## src/rtl/uart_tx_fifo_feeder_if.sv

```systemverilog
// Bus and serializer-side signals of the UART transmit FIFO feeder.
// The master side is the CPU bus plus the serializer; the slave side is the feeder itself.
interface uart_tx_fifo_feeder_if;
  logic       read;
  logic       write;
  logic [2:0] addr;
  logic [7:0] data_in;
  logic [7:0] data_out;
  logic       ready;
  logic       irq;
  logic       tx_dv;
  logic [7:0] tx_byte;
  logic       tx_active;
  logic       tx_done;

  modport master (
    output read, write, addr, data_in, tx_active, tx_done,
    input  data_out, ready, irq, tx_dv, tx_byte
  );

  modport slave (
    input  read, write, addr, data_in, tx_active, tx_done,
    output data_out, ready, irq, tx_dv, tx_byte
  );
endinterface

```

## src/rtl/uart_tx_fifo_feeder.sv

```systemverilog
// Bus-mapped transmit FIFO that feeds the uart_tx serializer one byte per tx_dv/tx_done
// handshake, with overflow/drain status and a drain interrupt.
module uart_tx_fifo_feeder #(
  parameter int unsigned DEPTH = 8,
  parameter int unsigned PTR_W = 3
) (
  input logic                  clk,
  input logic                  rst,
  uart_tx_fifo_feeder_if.slave bus
);
  localparam logic [PTR_W:0]   CountFull = (PTR_W+1)'(DEPTH);
  localparam logic [PTR_W:0]   CountOne  = (PTR_W+1)'(1);
  localparam logic [PTR_W-1:0] PtrOne    = PTR_W'(1);

  typedef enum logic [1:0] {StIdle, StPulse, StWaitDone} state_e;

  logic [7:0]       mem [DEPTH];
  logic [PTR_W-1:0] wr_ptr_q, wr_ptr_d, rd_ptr_q, rd_ptr_d;
  logic [PTR_W:0]   count_q, count_d;
  logic             enable_q, irq_en_q, overflow_q, drained_q;
  logic [7:0]       tx_byte_q, data_out_q, rd_data;
  state_e           state_q, state_d;
  logic             full, empty, busy;
  logic             push_req, push, ctrl_wr, flush, clr, pop, drained_set;

  assign full     = (count_q == CountFull);
  assign empty    = (count_q == '0);
  assign busy     = (state_q != StIdle);
  assign push_req = bus.write && (bus.addr == 3'd0);
  assign push     = push_req && !full;
  assign ctrl_wr  = bus.write && (bus.addr == 3'd4);
  assign flush    = ctrl_wr && bus.data_in[1];
  assign clr      = ctrl_wr && bus.data_in[2];

  // Feeder FSM; the tx_active check in StIdle skips the serializer's cleanup cycle.
  always_comb begin
    state_d     = state_q;
    pop         = 1'b0;
    drained_set = 1'b0;
    unique case (state_q)
      StIdle: begin
        if (enable_q && !empty && !bus.tx_active && !flush) begin
          pop     = 1'b1;
          state_d = StPulse;
        end
      end
      StPulse:    state_d = StWaitDone;
      StWaitDone: begin
        if (bus.tx_done) begin
          state_d     = StIdle;
          drained_set = empty && !push;
        end
      end
      default:    state_d = StIdle;
    endcase
  end

  always_comb begin
    wr_ptr_d = wr_ptr_q;
    rd_ptr_d = rd_ptr_q;
    count_d  = count_q;
    if (flush) begin
      wr_ptr_d = '0;
      rd_ptr_d = '0;
      count_d  = '0;
    end else begin
      if (push) wr_ptr_d = wr_ptr_q + PtrOne;
      if (pop)  rd_ptr_d = rd_ptr_q + PtrOne;
      if (push && !pop)      count_d = count_q + CountOne;
      else if (pop && !push) count_d = count_q - CountOne;
    end
  end

  always_comb begin
    rd_data = 8'h00;
    case (bus.addr)
      3'd4:    rd_data = {3'b000, drained_q, overflow_q, busy, full, empty};
      3'd2:    rd_data = 8'(count_q);
      default: rd_data = 8'h00;
    endcase
  end

  always_ff @(posedge clk) begin
    if (push) mem[wr_ptr_q] <= bus.data_in;
  end

  always_ff @(posedge clk or posedge rst) begin
    if (rst) begin
      state_q    <= StIdle;
      wr_ptr_q   <= '0;
      rd_ptr_q   <= '0;
      count_q    <= '0;
      enable_q   <= 1'b0;
      irq_en_q   <= 1'b0;
      overflow_q <= 1'b0;
      drained_q  <= 1'b0;
      tx_byte_q  <= 8'h00;
      data_out_q <= 8'h00;
    end else begin
      state_q  <= state_d;
      wr_ptr_q <= wr_ptr_d;
      rd_ptr_q <= rd_ptr_d;
      count_q  <= count_d;
      if (ctrl_wr) begin
        enable_q <= bus.data_in[0];
        irq_en_q <= bus.data_in[3];
      end
      if (pop)      tx_byte_q  <= mem[rd_ptr_q];
      if (bus.read) data_out_q <= rd_data;
      // Set events take priority over a same-edge clear.
      overflow_q <= (push_req && full) || (overflow_q && !clr);
      drained_q  <= drained_set || (drained_q && !clr);
    end
  end

  assign bus.data_out = data_out_q;
  assign bus.ready    = !full;
  assign bus.irq      = drained_q && irq_en_q;
  assign bus.tx_dv    = (state_q == StPulse);
  assign bus.tx_byte  = tx_byte_q;
endmodule

```

## src/flat_wrapper.sv

```systemverilog
// flat-port wrapper written by rule: the top's interface ports become plain ports
module uart_tx_fifo_feeder_flat 
#(
  parameter int unsigned DEPTH = 8,
  parameter int unsigned PTR_W = 3
)
  (clk, rst, bus_read, bus_write, bus_addr, bus_data_in, bus_tx_active, bus_tx_done, bus_data_out, bus_ready, bus_irq, bus_tx_dv, bus_tx_byte);
  uart_tx_fifo_feeder_if bus_i ();
  input logic clk;
  input logic rst;
  input wire logic [$bits(bus_i.read)-1:0] bus_read;
  input wire logic [$bits(bus_i.write)-1:0] bus_write;
  input wire logic [$bits(bus_i.addr)-1:0] bus_addr;
  input wire logic [$bits(bus_i.data_in)-1:0] bus_data_in;
  input wire logic [$bits(bus_i.tx_active)-1:0] bus_tx_active;
  input wire logic [$bits(bus_i.tx_done)-1:0] bus_tx_done;
  output wire logic [$bits(bus_i.data_out)-1:0] bus_data_out;
  output wire logic [$bits(bus_i.ready)-1:0] bus_ready;
  output wire logic [$bits(bus_i.irq)-1:0] bus_irq;
  output wire logic [$bits(bus_i.tx_dv)-1:0] bus_tx_dv;
  output wire logic [$bits(bus_i.tx_byte)-1:0] bus_tx_byte;
  assign bus_i.read = bus_read;
  assign bus_i.write = bus_write;
  assign bus_i.addr = bus_addr;
  assign bus_i.data_in = bus_data_in;
  assign bus_i.tx_active = bus_tx_active;
  assign bus_i.tx_done = bus_tx_done;
  assign bus_data_out = bus_i.data_out;
  assign bus_ready = bus_i.ready;
  assign bus_irq = bus_i.irq;
  assign bus_tx_dv = bus_i.tx_dv;
  assign bus_tx_byte = bus_i.tx_byte;
  uart_tx_fifo_feeder #(.DEPTH(DEPTH), .PTR_W(PTR_W)) u_core (.clk(clk), .rst(rst), .bus(bus_i));
endmodule
```

## config.mk

```make
export PLATFORM = sky130hd
export DESIGN_NAME = uart_tx_fifo_feeder_flat
export DESIGN_NICKNAME = d
export VERILOG_FILES = /design/src/rtl/uart_tx_fifo_feeder_if.sv /design/src/rtl/uart_tx_fifo_feeder.sv /design/src/flat_wrapper.sv
export SDC_FILE = /design/constraint.sdc
export NUM_CORES = 1
export LEC_CHECK = 0
export ABC_AREA = 1
export BUFFER_PORTS_ARGS = -buffer_cell sky130_fd_sc_hd__buf_2
export CORE_MARGIN = 5
export CORE_UTILIZATION = 52
export DETAILED_ROUTE_END_ITERATION = 8
export PLACE_DENSITY = 0.74
export SLEW_MARGIN = 20
export SYNTH_ARGS = -nofsm -noshare
export SYNTH_HDL_FRONTEND = slang
export SYNTH_SLANG_ARGS = --single-unit
```

## constraint.sdc

```tcl
create_clock -name clk -period 6.33 [get_ports clk]
set_input_delay 1.899 -clock clk [delete_from_list [all_inputs] [get_ports clk]]
set_output_delay 1.899 -clock clk [all_outputs]
set_load 0.01 [all_outputs]
```

### Word-level counts from Yosys, hierarchy flattened

Memories as Yosys holds them, arrays and structs flattened. A register that Yosys moved wholly into a read port is not among the register bits.
Cells that the tools add are included.

* register bits after elaboration: 24
* bits in writable memories: 64
* input bits: 17
* output and inout port bits: 19
* word-level logic and storage cells: 70
* memories kept: 1

* $add $sub $neg: 4
* equal/unequal tests: 7
* mux-type cells: 17
* reduce and logical (&&, ||, !) cells: 32

Memory list
* u_core.mem: words 8, bits a word 8, rd ports 1, clocked after Yosys merged registers in 1, write ports 1, RTL line uart_tx_fifo_feeder.sv:17 `logic [7:0] mem [DEPTH];`

Operators with widths (number)
* $logic_and A1 B1 Y1: 15
* $mux W3: 4
* $mux W4: 3
* $pmux W5 S2: 1
* $logic_not A1 Y1: 7
* $add A3 B1 Y3 const B: 2
* $mux W1: 6
* $pmux W2 S3: 1
* $reduce_bool A2 Y1: 3
* $add A4 B1 Y4 const B: 1
* $eq A4 B4 Y1 const B: 1
* $logic_not A4 Y1: 1
* $mux W2: 2
* $sub A4 B1 Y4 const B: 1
* $eq A3 B2 Y1 const B: 1
* $eq A3 B3 Y1 const B: 1
* $logic_not A3 Y1: 1
* $reduce_bool A3 Y1: 1
* $eq A2 B1 Y1 const B: 1
* $eq A2 B2 Y1 const B: 1
* $logic_not A2 Y1: 1
* $logic_or A1 B1 Y1: 2
* $ne A2 B1 Y1 const B: 1
* $ne A2 B2 Y1 const B: 1
* $reduce_and A2 Y1: 1

### Logic depth before layout (Yosys ltp)

* depth in word-level cells: 11
* depth in mapped cells: 14
* gate-level depth less buffers: 14

### Worst setup path before layout

OpenSTA, ideal clock, no wires.

* path kind: input port to flip-flop
* from: in bus_addr[0]
* to: reg u_core.count_q[3]
* arrival time: 3.410 ns
* data required time: 6.247 ns
* setup slack: 2.837 ns
* cell stages on the path: 13
* buffers on the path: 0
* cell sequence: inv_2 nand2_2 nor2_4 nand3_2 nand2_2 ha_1 inv_1 ha_1 a21oi_1 nand2_1 nand2_1 nand2_1 o21ai_0

* cells in the longest elaborated chain, start to end: 11
* elaborated cells on any way between the ends: 17

RTL lines
* from (decl): RTL line flat_wrapper.sv:13 `input wire logic [$bits(bus_i.addr)-1:0] bus_addr;`
* $eq A3 B3 Y1: RTL line uart_tx_fifo_feeder.sv:31 `assign ctrl_wr = bus.write && (bus.addr == 3'd4);`
* $logic_and A1 B1 Y1: RTL line uart_tx_fifo_feeder.sv:31
* $logic_and A1 B1 Y1: RTL line uart_tx_fifo_feeder.sv:32 `assign flush = ctrl_wr && bus.data_in[1];`
* $logic_not A1 Y1: RTL line uart_tx_fifo_feeder.sv:42 `if (enable_q && !empty && !bus.tx_active && !flush) begin`
* $logic_and A1 B1 Y1: RTL line uart_tx_fifo_feeder.sv:42
* $mux W1: RTL line uart_tx_fifo_feeder.sv:42
* $mux W1: RTL line uart_tx_fifo_feeder.sv:40 `unique case (state_q)`
* $logic_not A1 Y1: RTL line uart_tx_fifo_feeder.sv:69 `if (push && !pop) count_d = count_q + CountOne;`
* $logic_and A1 B1 Y1: RTL line uart_tx_fifo_feeder.sv:69
* $mux W4: RTL line uart_tx_fifo_feeder.sv:69
* $mux W4: RTL line uart_tx_fifo_feeder.sv:62 `if (flush) begin`
* to (signal assigned): RTL line uart_tx_fifo_feeder.sv:103 `count_q <= count_d;`
* to (decl): RTL line uart_tx_fifo_feeder.sv:19 `logic [PTR_W:0] count_q, count_d;`

Several ways; a longest one is shown, not always the timed one.
A chain may end at the register's enable or synchronous reset.

### Worst setup path after layout

Ends and elaborated chain as after synthesis.

==> impl_metrics.ini <==
[critical_path]
startpoint_type = primary input
critPathArrivalTime_ns = 4.02
cp.depth = 14
timing_worst_setup_path_type = in -> reg
crit_path_end_kind = flop
critPathLaunch = bus_addr[0]
timing.rr.start = u_core.count_q[0]
r2r_slack_ns = 3.98
crit_path_frequent_cell = nand2_1
critPathTopFamily = simple AND/OR/NAND/NOR gates
crit_chain = buf_2 -> inv_2 -> nand2_2 -> nor2_4 -> nand3_2 -> nand2_2 -> ha_1 -> inv_1 -> ha_1 -> a21oi_1 -> nand2_1 -> nand2_1 -> nand2_1 -> o21ai_0
reg2reg_to = u_core.count_q[3]
critPathMaxStageDelay_ns = 0.33
reg2regPathDepth = 13
worstPathMaxFanout = 12
cp-endpoint = u_core.count_q[3]
slowest_stage = ha_1
required_ns = 6.61
crit_buf_inv = 3

[global_routing]
grt_max_degree = 37
grt_use_total_pct = 18.83
globalRouteOverflowTotal = 0
grt_pass1_wl_um = 14720
grt_pass1_vias = 2958
grt_antenna_before_repair = 0

[synthesis]
netlist_area_um2 = 4324
ys_seq_area_share_pct = 61.23
synth_area_leader_cell = edfxtp_1
synth_mux_area_share_pct = 0.2315
synth_simple_gate_area_share_pct = 23.73
synth_edf_count = 64
synth_xor_area_share_pct = 0.6076
synth_top_area_share_pct = 44.44
ys_types = 26
ys.flop_type = edfxtp_1
synthCells = 457
ys_warn_count = 0
netlist_top_cells_area = edfxtp_1, dfrtp_1, nand2_1
synth_seq_cells = 93
avgSynthCellArea_um2 = 9.462
synth_compound_area_share_pct = 1.505
netlist_top_cells_count = nand2_1, inv_1, nand3_1
ys_async_sr_fraction_pct = 31.18
synth_top_family_by_area = simple AND/OR/NAND/NOR gates
synth_adder_area_share_pct = 1.910
yosysMostFrequentCell = nand2_1

[cells_and_area]
fill_cells = 705
nets = 511
drive_gt1_share_pct = 15.82
area_delta_synth_final_pct = 9.086
antenna_cells = 0
seq_area_um2 = 2648
multi_input_comb_area_um2 = 1221

[place]
gp_congestion = 0.8026
portBuffers = 32
hpwl_um = 6074

[cts]
ctsHoldBuffers = 0
clk_latency_ns = 0.35
cts_tree = yes
cts_buffers = 9
clock-sinks = 93
cts_root_buffer = clkbuf_8
clockBufferDepth = 2
cts_setup_buffers = 0
path_clk_slew_ns = 0.10
htree_num_levels = 3
cts_resized = 0

[routing]
wire_per_inst_um = 14.89
detail_route.iter0.violations = 232
totalWireLength_um = 8902
firstDrtPassIters = 5
vias_per_cell = 5.109
drcViolationCount = 0
vias = 3055
ant_nets = 0

[sta]
relSlewSlack_pct = 38.22
final_max_slew_viol_count = 0
finalSetupViolations = 0
fin_crit_sh_pct = 59.09
hold_viol_final = 0
setup_tns_ns = 0
tightestPinTransition_ns = 0.9233
rsz0062_at_grt = no
fmax_mhz = 267.4
fin_skew_ns = 0.01486
finalCriticalPeriod_ns = 3.740

[power]
comb_power_share_pct = 29.8
clockPowerShare_pct = 22.1
p_seq_share_pct = 48.1
p_int_mw = 1.042
swShare_pct = 37.39
power_switching_mw = 0.6223
ir_drop_uv = 160.2
power_density_nw_per_um2 = 352.8
leakagePower_nw = 2.282
total_power_mw = 1.664

[floorplan]
die_h_um = 101.2
die-area_um2 = 10240
io_pins = 36
initial_utilization_pct = 52.89
core_um2 = 8175
fp-row-count = 33
die_x_um = 101.2

[run]
maxCapViolCount = 0

[outcome]
outcome = completed

[min_path]
hold_class = reg -> reg
final cells by class:
type	count	share of cell area (%)
clock buffers	10	2.706
flip-flops and latches	93	56.13
repair buffers	33	3.554
multi-input cells	254	25.89
inverters	97	7.772
clock inverters	6	1.167
well taps	105	2.785
cells in the final DEF, fill, tap and decap left out:
master,n
nor3_1,1
nand2_4,1
nor2_2,4
fa_1,1
buf_4,1
inv_6,2
buf_2,32
conb_1,3
xnor2_1,1
inv_8,2
inv_4,1
inv_2,11
dfrtp_1,29
edfxtp_1,64
xor2_1,2
inv_1,85
nand2_2,6
clkbuf_1,1
nand2_1,124
o21ai_0,9
clkbuf_8,9
nand3_2,4
mux2i_1,1
nor2_4,3
nand3_1,71
ha_1,5
clkinvlp_4,2
a21oi_1,3
nor2_1,14
o21ai_1,1
kinds of logic after synthesis:
kind of cell / count (synthesis)
AND/OR/NAND/NOR: 228
buffers and inverters: 112
flip-flops: 93
AO/OA/AOI/OAI: 13
adder cells (fa/ha/maj): 6
XOR/XNOR: 3
other: 1
multiplexers: 1
flip-flops by register name (all words and copies together), names as in the netlist:
signal               flops
u_core.drained_q         1
u_core.rd_ptr_q          3
u_core.bus.data_out      5
u_core.bus.tx_byte       8
u_core.count_q           4
u_core.enable_q          1
u_core.wr_ptr_q          3
u_core.irq_en_q          1
u_core.mem              64
u_core.state_q           2
u_core.overflow_q        1
how the worst min path moves through the flow:
stage / endpoint / slack, ns / from / cells past startpoint
2_1_floorplan: u_core.enable_q / 0.45 / u_core.enable_q / 2
3_3_place_gp: u_core.bus.data_out[2] / 0.47 / u_core.bus.data_out[2] / 2
3_5_place_dp: u_core.bus.tx_byte[0] / 0.47 / u_core.bus.tx_byte[0] / 2
4_1_cts: u_core.bus.tx_byte[0] / 0.49 / u_core.bus.tx_byte[0] / 2
5_1_grt: u_core.bus.tx_byte[2] / 0.53 / u_core.bus.tx_byte[2] / 2
6_report: u_core.bus.tx_byte[0] / 0.48 / u_core.bus.tx_byte[0] / 2
stage by stage:
stage	util, %	worst slack, ns	hold WS, ns	cells	area (um2)
after floorplan	-	2.837	0.4492	459	4332
after global placement	55.46	2.397	0.4664	582	4534
after detailed placement	55.46	2.242	0.4677	582	4534
after CTS	57.70	2.631	0.4887	598	4717
after global routing	57.70	2.414	0.5322	598	4717
final	57.70	2.590	0.4832	598	4717
worst min-delay path: stages, from the launching register on:
cell	delay, ns
dfrtp_1	0.35
nand2_1	0.05
nand2_1	0.05
power by group through the flow:
stage               registers [mW]  logic, mW  clock network (mW)
floorplan                    0.789      0.373                   0
finish                       0.800      0.496               0.368
CTS                          0.799      0.497               0.375
global placement             0.810      0.477                   0
detailed placement           0.811      0.495                   0
global route                 0.811      0.564               0.404
per-layer routing:
metal	track usage, %	part of all wire (%)
met5	0	0
met1	26.34	44
met4	8.078	2.6
met2	29.28	48
met3	3.168	5.7
Power figures use the tool's default switching activity.
